`src/rtl/multi_buffer_ctrl_pkg.sv`:
```
// Shared types and helpers for the multi-buffer swap controller.
package multi_buffer_pkg;

   // Largest supported number of frame RAMs.
   localparam int unsigned MAX_BUF = 4;

   // WAIT is only entered in the two-buffer build (writer has no spare buffer).
   typedef enum logic {
      StWrite = 1'b0,
      StWait  = 1'b1
   } state_e;

   // One-hot decode of a buffer index; callers truncate to their buffer count.
   function automatic logic [MAX_BUF-1:0] onehot(input logic [31:0] idx);
      logic [MAX_BUF-1:0] res;
      res = '0;
      for (int unsigned i = 0; i < MAX_BUF; i++) begin
         res[i] = (idx == i);
      end
      return res;
   endfunction

endpackage

```
`src/rtl/multi_buffer_ctrl_if.sv`:
```
// Renderer/reader-side bundle of the multi-buffer swap controller.
// master: renderer + VGA timing side; slave: the controller.
interface multi_buffer_ctrl_if #(
   parameter int unsigned NUM_BUF = 2,
   parameter int unsigned Y_W     = 8
);
   localparam int unsigned IDX_W = $clog2(NUM_BUF);

   logic [Y_W-1:0]     y;
   logic               wr_valid;
   logic               wr_done;
   logic               frame_sync;
   logic [NUM_BUF-1:0] wr_en;
   logic [NUM_BUF-1:0] rd_en;
   logic [Y_W-1:0]     wr_y;
   logic               wr_stall;
   logic [IDX_W-1:0]   wr_idx;
   logic [IDX_W-1:0]   rd_idx;

   modport master (
      output y, wr_valid, wr_done, frame_sync,
      input  wr_en, rd_en, wr_y, wr_stall, wr_idx, rd_idx
   );

   modport slave (
      input  y, wr_valid, wr_done, frame_sync,
      output wr_en, rd_en, wr_y, wr_stall, wr_idx, rd_idx
   );

endinterface

```
`src/rtl/multi_buffer_ctrl_free_pick.sv`:
```
// Combinational allocator: lowest buffer index that is neither excluded index.
module mb_free_pick #(
   parameter int unsigned NUM_BUF = 2,
   parameter int unsigned IDX_W   = 1
) (
   input  logic [IDX_W-1:0] i_excl_a,
   input  logic [IDX_W-1:0] i_excl_b,
   output logic [IDX_W-1:0] o_idx
);

   // Scan downwards so the last hit, the lowest free index, wins.
   always_comb begin
      o_idx = '0;
      for (int i = int'(NUM_BUF) - 1; i >= 0; i--) begin
         if ((IDX_W'(i) != i_excl_a) && (IDX_W'(i) != i_excl_b)) begin
            o_idx = IDX_W'(i);
         end
      end
   end

endmodule

```
`src/rtl/multi_buffer_ctrl.sv`:
```
// N-way frame-buffer swap controller. Writer fills wr_idx while the reader scans
// rd_idx; finished frames are promoted only on frame_sync so the reader never tears.
// Optional build macro SWAP_STATS_EN adds saturating swap/drop counters.
module multi_buffer_ctrl
   import multi_buffer_pkg::*;
#(
   parameter int unsigned NUM_BUF = 2,
   parameter int unsigned Y_W     = 8
) (
   input  logic                 clk,
   input  logic                 resetn,
   multi_buffer_ctrl_if.slave   bus
`ifdef SWAP_STATS_EN
   ,
   output logic [15:0]          swap_cnt,
   output logic [15:0]          drop_cnt
`endif
);

   localparam int unsigned IDX_W = $clog2(NUM_BUF);

   if (NUM_BUF < 2 || NUM_BUF > MAX_BUF) begin : g_bad_num_buf
      $error("multi_buffer_ctrl: NUM_BUF must be 2..%0d", MAX_BUF);
   end

   state_e             r_state, w_state_d;
   logic [IDX_W-1:0]   r_rd_idx, w_rd_idx_d;
   logic [IDX_W-1:0]   r_wr_idx, w_wr_idx_d;
   logic [IDX_W-1:0]   r_ready_idx, w_ready_idx_d;
   logic               r_ready_v, w_ready_v_d;
   logic [NUM_BUF-1:0] r_wr_en;
   logic [NUM_BUF-1:0] r_rd_en;
   logic [Y_W-1:0]     r_wr_y;
   logic               w_stall;
   logic               w_wr_accept;
   logic [IDX_W-1:0]   w_pick_a;
   logic [IDX_W-1:0]   w_pick;

   assign w_stall     = (r_state == StWait);
   assign w_wr_accept = bus.wr_valid && !w_stall;

   // New write buffer must avoid the (possibly new) read buffer and any ready frame.
   // On a swap/direct promotion the completing wr_idx becomes rd_idx, so exclude it twice.
   assign w_pick_a = ((NUM_BUF == 2) || bus.frame_sync) ? r_wr_idx : r_rd_idx;

   mb_free_pick #(
      .NUM_BUF (NUM_BUF),
      .IDX_W   (IDX_W)
   ) u_free_pick (
      .i_excl_a (w_pick_a),
      .i_excl_b (r_wr_idx),
      .o_idx    (w_pick)
   );

   // Next-state: buffer rotation and WRITE/WAIT control.
   always_comb begin
      w_state_d     = r_state;
      w_rd_idx_d    = r_rd_idx;
      w_wr_idx_d    = r_wr_idx;
      w_ready_idx_d = r_ready_idx;
      w_ready_v_d   = r_ready_v;
      if (NUM_BUF == 2) begin
         unique case (r_state)
            StWrite: begin
               if (bus.wr_done) w_state_d = StWait;
            end
            StWait: begin
               if (bus.frame_sync) begin
                  w_rd_idx_d = r_wr_idx;
                  w_wr_idx_d = w_pick;
                  w_state_d  = StWrite;
               end
            end
            default: w_state_d = StWrite;
         endcase
      end else begin
         w_state_d = StWrite;
         if (bus.wr_done && bus.frame_sync) begin
            // Completing frame goes straight to the reader; any older ready frame is dropped.
            w_rd_idx_d  = r_wr_idx;
            w_wr_idx_d  = w_pick;
            w_ready_v_d = 1'b0;
         end else if (bus.wr_done) begin
            w_ready_idx_d = r_wr_idx;
            w_ready_v_d   = 1'b1;
            w_wr_idx_d    = w_pick;
         end else if (bus.frame_sync && r_ready_v) begin
            w_rd_idx_d  = r_ready_idx;
            w_ready_v_d = 1'b0;
         end
      end
   end

   // State and output registers with synchronous active-low reset.
   always_ff @(posedge clk) begin
      if (!resetn) begin
         r_state     <= StWrite;
         r_rd_idx    <= '0;
         r_wr_idx    <= IDX_W'(1);
         r_ready_idx <= '0;
         r_ready_v   <= 1'b0;
         r_wr_en     <= '0;
         r_rd_en     <= NUM_BUF'(1);
         r_wr_y      <= '0;
      end else begin
         r_state     <= w_state_d;
         r_rd_idx    <= w_rd_idx_d;
         r_wr_idx    <= w_wr_idx_d;
         r_ready_idx <= w_ready_idx_d;
         r_ready_v   <= w_ready_v_d;
         // Write uses the pre-update wr_idx so data on the wr_done cycle lands in the old buffer.
         r_wr_en     <= w_wr_accept ? NUM_BUF'(onehot(32'(r_wr_idx))) : '0;
         r_rd_en     <= NUM_BUF'(onehot(32'(w_rd_idx_d)));
         if (w_wr_accept) r_wr_y <= bus.y;
      end
   end

   assign bus.wr_en    = r_wr_en;
   assign bus.rd_en    = r_rd_en;
   assign bus.wr_y     = r_wr_y;
   assign bus.wr_stall = w_stall;
   assign bus.wr_idx   = r_wr_idx;
   assign bus.rd_idx   = r_rd_idx;

`ifdef SWAP_STATS_EN
   logic [15:0] r_swap_cnt;
   logic [15:0] r_drop_cnt;
   logic        w_swap_inc;
   logic        w_drop_inc;

   // Event decode for the statistics counters.
   always_comb begin
      w_swap_inc = (w_rd_idx_d != r_rd_idx);
      if (NUM_BUF == 2) w_drop_inc = w_stall && bus.wr_done;
      else              w_drop_inc = bus.wr_done && r_ready_v;
   end

   // Saturating counters.
   always_ff @(posedge clk) begin
      if (!resetn) begin
         r_swap_cnt <= '0;
         r_drop_cnt <= '0;
      end else begin
         if (w_swap_inc && (r_swap_cnt != 16'hFFFF)) r_swap_cnt <= r_swap_cnt + 16'd1;
         if (w_drop_inc && (r_drop_cnt != 16'hFFFF)) r_drop_cnt <= r_drop_cnt + 16'd1;
      end
   end

   assign swap_cnt = r_swap_cnt;
   assign drop_cnt = r_drop_cnt;
`endif

endmodule

```
`src/flat_wrapper.sv`:
```
// flat-port wrapper written by rule: the top's interface ports become plain ports
module multi_buffer_ctrl_flat import multi_buffer_pkg::*;
#(
   parameter int unsigned NUM_BUF = 2,
   parameter int unsigned Y_W     = 8
)
  (clk, resetn, bus_y, bus_wr_valid, bus_wr_done, bus_frame_sync, bus_wr_en, bus_rd_en, bus_wr_y, bus_wr_stall, bus_wr_idx, bus_rd_idx);
  multi_buffer_ctrl_if #(.NUM_BUF(NUM_BUF), .Y_W(Y_W)) bus_i ();
  input  logic clk;
  input  logic resetn;
  input wire logic [$bits(bus_i.y)-1:0] bus_y;
  input wire logic [$bits(bus_i.wr_valid)-1:0] bus_wr_valid;
  input wire logic [$bits(bus_i.wr_done)-1:0] bus_wr_done;
  input wire logic [$bits(bus_i.frame_sync)-1:0] bus_frame_sync;
  output wire logic [$bits(bus_i.wr_en)-1:0] bus_wr_en;
  output wire logic [$bits(bus_i.rd_en)-1:0] bus_rd_en;
  output wire logic [$bits(bus_i.wr_y)-1:0] bus_wr_y;
  output wire logic [$bits(bus_i.wr_stall)-1:0] bus_wr_stall;
  output wire logic [$bits(bus_i.wr_idx)-1:0] bus_wr_idx;
  output wire logic [$bits(bus_i.rd_idx)-1:0] bus_rd_idx;
  assign bus_i.y = bus_y;
  assign bus_i.wr_valid = bus_wr_valid;
  assign bus_i.wr_done = bus_wr_done;
  assign bus_i.frame_sync = bus_frame_sync;
  assign bus_wr_en = bus_i.wr_en;
  assign bus_rd_en = bus_i.rd_en;
  assign bus_wr_y = bus_i.wr_y;
  assign bus_wr_stall = bus_i.wr_stall;
  assign bus_wr_idx = bus_i.wr_idx;
  assign bus_rd_idx = bus_i.rd_idx;
  multi_buffer_ctrl #(.NUM_BUF(NUM_BUF), .Y_W(Y_W)) u_core (.clk(clk), .resetn(resetn), .bus(bus_i));
endmodule
```
`config.mk`:
```
export PLATFORM = sky130hd
export DESIGN_NAME = multi_buffer_ctrl_flat
export DESIGN_NICKNAME = d
export VERILOG_FILES = /design/src/rtl/multi_buffer_ctrl_pkg.sv /design/src/rtl/multi_buffer_ctrl_if.sv /design/src/rtl/multi_buffer_ctrl_free_pick.sv /design/src/rtl/multi_buffer_ctrl.sv /design/src/flat_wrapper.sv
export SDC_FILE = /design/constraint.sdc
export NUM_CORES = 1
export LEC_CHECK = 0
export ABC_AREA = 0
export CAP_MARGIN = 10
export CORE_MARGIN = 1.5
export CORE_UTILIZATION = 40
export CTS_BUF_LIST = sky130_fd_sc_hd__clkbuf_16
export DETAILED_ROUTE_END_ITERATION = 8
export PLACE_DENSITY = 0.89
export SLEW_MARGIN = 20
export SYNTH_ARGS = -nofsm -noshare
export SYNTH_HDL_FRONTEND = slang
export SYNTH_HIERARCHICAL = 1
export SYNTH_SLANG_ARGS = --single-unit
```
`constraint.sdc`:
```
create_clock -name clk -period 2.2 [get_ports clk]
set_clock_uncertainty 0.05 [all_clocks]
set_input_delay 0.44 -clock clk [delete_from_list [all_inputs] [get_ports clk]]
set_output_delay 0.44 -clock clk [all_outputs]
set_load 0.01 [all_outputs]
```
# Word-level counts from Yosys, hierarchy flattened

Cells that the tools add are included.

Bitwise operators: 3
Multiplexer cells: 6
Reduce and logical (&&, ||, !) cells: 4

Operator list:

| cell                | count |
|---|---|
| $mux W1             | 5 |
| $reduce_and A2 Y1   | 2 |
| $not A1 Y1          | 3 |
| $pmux W1 S2         | 1 |
| $logic_and A1 B1 Y1 | 1 |
| $logic_not A1 Y1    | 1 |

Output and inout port bits: 15
Word-level logic and storage cells: 19
Bits of input ports: 13
Bits in registers: 15

# Depth between registers and ports, before layout

Depth in word-level cells: 3
Mapped depth: 3
Mapped depth without buffers: 3

# Modules after synthesis

The synthesis kept the hierarchy.

By module, submodules not included:

| module            | instances | cells each | area an instance (um2) | seq. area each (um2) |
|---|---|---|---|---|
| multi_buffer_ctrl | 1         | 55         | 544.3                  | 280.3 |
| mb_free_pick      | 1         | 1          | 3.8                    | 0.0 |

# Worst setup path after synthesis

OpenSTA, ideal clock, no wires.

Kind: input-to-reg
Start: input bus_wr_valid
End: register u_core.r_wr_en[0] (netlist: u_core/bus.wr_en[0])
Slack: 1.152 ns
Path buffers: 1
Data arrival time: 0.883 ns
Library setup time: 0.116 ns
Stages: 3
Required time: 2.034 ns
Cells stage by stage: nor2b_2 buf_6 and3_1

Word-level cells in the longest chain between the ends: 2

RTL lines:

| item                        | RTL line                 | RTL |
|---|---|---|
| from (decl)                 | flat_wrapper.sv:12       | `input wire logic [$bits(bus_i.wr_valid)-1:0] bus_wr_valid;` |
| $logic_and A1 B1 Y1         | multi_buffer_ctrl.sv:40  | `assign w_wr_accept = bus.wr_valid && !w_stall;` |
| $reduce_and A2 Y1 (no line) | --                       |  |
| to (signal assigned)        | multi_buffer_ctrl.sv:112 | `r_wr_en <= w_wr_accept ? NUM_BUF'(onehot(32'(r_wr_idx))) : '0;` |
| to (decl)                   | multi_buffer_ctrl.sv:31  | `logic [NUM_BUF-1:0] r_wr_en;` |

No other way between the ends.
A chain may end at the register's enable or synchronous reset.

# Final worst setup path

Start: register u_core.r_state (netlist: u_core/bus.wr_stall)
End: output bus_wr_stall

RTL lines:

| item                   | RTL line                 | RTL |
|---|---|---|
| from (decl)            | multi_buffer_ctrl.sv:26  | `state_e r_state, w_state_d;` |
| from (signal assigned) | multi_buffer_ctrl.sv:97  | `r_state <= StWrite;` |
| from (signal assigned) | multi_buffer_ctrl.sv:106 | `r_state <= w_state_d;` |
| to (decl)              | flat_wrapper.sv:18       | `output wire logic [$bits(bus_i.wr_stall)-1:0] bus_wr_stall;` |

No word-level cell between the ends.

==> reports/metrics.csv <==
stage,metric,value,unit
synth,synth_fp_nets,69,
setup_path,reg2regPathDepth,2,
drt,routedWlPerCell,10.7,um
global_routing,use_met2,21.0,%
global_routing,top_usage_layer,met2,
hold_path,hold_class,flip-flop to flip-flop,
run_status,status,"complete, no violations",
drt,drc,0,
setup_path,critPathMaxFanout,7,
synth,synth_area,548,um2
synth,synth_xor_area_share,0,%
die,die_w,40.0,um
die,start_util,42.6,%
synth,synth-seq-cells,14,
timing,worst_pin_slew,555,ps
die,rows,13,
global_routing,grt_pass1_wl,1550,um
cts,htreeDepth,1,
setup_path,startpoint,u_core/bus.wr_stall,
drt,firstDrtPassIters,2,
synth,synth-adder-area-share,0,%
cells_and_area,fin_nets,98,
die,ios,28,
cts,cts_root_buffer,clkbuf_16,
setup_path,critPathSlowestCell,clkdlybuf4s50_1,
synth,synth_top_family_by_area,simple AND/OR/NAND/NOR gates,
global_routing,use_met1,19.9,%
synth,ys_types,16,
timing,finalCritPeriodShare,78.0,%
cts,worstSkewPairLatency,240,ps
cts,clock-sinks,14,
synth,synth.area.mux_share,14.6,%
setup_path,worstSetupPathType,flip-flop to primary output,
synth,synth_compound_area_share,5.25,%
timing,max_freq,583,MHz
timing,period_minus_slack,1720,ps
synth,synth_cells,56,
timing,finalSetupViolations,0,
setup_path,critical_path.cell_chain,clkdlybuf4s50_1,
setup_path,reg2reg_to,u_core/bus.wr_y[7],
placed_design,numPortBuffers,27,
job,drv_cap,0,
setup_path,r2r_slack,990,ps
cts,cts_setup_buffers,0,
setup_path,end_kind,primary output,
cts,path_clk_slew,40,ps
setup_path,start_kind,flip-flop,
timing,relSlewSlack,62.8,%
power,power_leakage,0.000374,uW
setup_path,critPathRequiredTime,1710,ps
setup_path,r2r-start,u_core/bus.wr_stall,
timing,slew_viol_final,0,
setup_path,cp.arrival,1230,ps
drt,drtAntennaViolNets,0,
setup_path,max_stage_delay,570,ps
timing,holdWs,402,ps
die,die_height,40.0,um
timing,tns,0,ps
cells_and_area,antennaDiodeCount,0,
cts,ctsResizeCount,0,
global_routing,grt_use_met3,3.33,%
setup_path,path_buf_inv,1,
placed_design,place_congestion,0.656,
cts,cts_tree,yes,
global_routing,antenna_found_initial,0,
setup_path,crit_family,buffers and inverters,
synth,synth_warnings,6,
die,core,1280,um2
drt,drt_iter0_drc,4,
synth,postSynthAreaPerCell,9.79,um2
cts,cts_inserted_buffers,3,
power,irDropWorstVdd,454,uV
drt,vias,471,
cells_and_area,syn_to_final_growth,62.3,%
cells_and_area,layout-drive-gt1-share,7.14,%
drt,routed_wirelength,1060,um
synth,yosysSeqAreaShare,51.1,%
timing,hold_violations,0,
global_routing,grt_start_max_net_pins,18,
global_routing,overflow,0,
timing,rsz0062_at_grt,false,
placed_design,hpwl,769,um
hold_path,min_from,u_core/bus.wr_y[2],
global_routing,grt_usage,15.9,%
cts,hold_buffers,0,
global_routing,grt_pass1_vias,377,
cts,clock_path_buffers,2,
die,die_area,1600,um2
synth,synthSimpleGateAreaFrac,22.1,%
setup_path,crit_cells,1,
setup_path,endpoint,bus_wr_stall,
power,power_density,810,nW/um2
drt,vias_per_cell,4.76,
==> power breakdown <==
part | switching [uW] | internal [uW]
logic | 36.5 | 63.0
clock network | 100 | 240
registers | 10.2 | 271
==> state kept, by name, summed over array words and instances, names as in the netlist, named ones only <==
register             count
u_core/bus.wr_stall      1
u_core/bus.rd_en         1
u_core/bus.wr_en         2
u_core/bus.wr_y          8
u_core/bus.wr_idx        1
==> layout by cell type (no fill, tap or decap), drive strengths merged, types with 2 or more instances in the layout <==
cell type | synthesis | layout
clkdlybuf4s50 | 0 | 27
nand2 | 17 | 17
dfxtp | 14 | 14
mux2i | 8 | 8
clkbuf | 0 | 3
a31oi | 2 | 2
and3 | 2 | 2
==> stage by stage <==
| stage | worst slack (ps) | power [uW] | std cells | cell area (um2) | util [%] |
|---|---|---|---|---|---|
| final | 483 | 720 | 99 | 890 | 69.2 |
| after global routing | 431 | 752 | 99 | 890 | 69.2 |
| after CTS | 479 | 731 | 99 | 890 | 69.2 |
| after detailed placement | 431 | 386 | 95 | 811 | 63.1 |
| after global placement | 472 | 384 | 95 | 811 | 63.1 |
| after floorplan | 1150 | 330 | 56 | 548 | - |
==> final cells by class <==
| type | instances | area (um2) |
|---|---|---|
| Sequential cell | 14 | 280 |
| Inverter | 1 | 3.75 |
| Tap cell | 15 | 18.8 |
| Clock buffer | 3 | 75.1 |
| Fill cell | 109 | 395 |
| Clock inverter | 1 | 3.75 |
| Multi-Input combinational cell | 37 | 230 |
| Timing Repair Buffer | 28 | 278 |
==> metal layers <==
| metal | vias to the layer above | part of all wire [%] |
|---|---|---|
| li1 | 243 | - |
| met1 | 204 | 45 |
| met2 | 20 | 45 |
| met3 | 4 | 5.7 |
| met4 | 0 | 3.7 |
| met5 | - | 0 |
==> synthesized netlist by cell type (all sizes together) <==
library cell	count	area share, %
a21boi	1	1.4
a31o	1	1.6
a31oi	2	2.3
and3	2	2.3
and4	1	1.6
and4b	1	1.8
buf	4	6.2
dfxtp	14	51
inv	1	0.68
mux2i	8	15
nand2	17	12
nand2b	1	1.1
nor2	1	0.68
nor2b	1	1.6
or2b	1	1.4
==> worst min-delay path by stage <==
| stage | to | slack (ps) | cells past startpoint |
|---|---|---|---|
| 2_1_floorplan | u_core/bus.wr_y[0] | 430 | 2 |
| 5_1_grt | u_core/bus.wr_y[1] | 430 | 2 |
| 3_3_place_gp | u_core/bus.wr_y[2] | 390 | 2 |
| 3_5_place_dp | u_core/bus.wr_y[2] | 400 | 2 |
| 4_1_cts | u_core/bus.wr_y[2] | 410 | 2 |
| 6_report | u_core/bus.wr_y[2] | 400 | 2 |
==> logic make-up after synthesis <==
| kind of cell | Yosys count |
|---|---|
| and+or+nand+nor | 25 |
| muxes | 8 |
| DFF | 14 |
| AOI/OAI and AO/OA | 4 |
| buffers and inverters | 5 |
(Power assumes the default switching activity.)
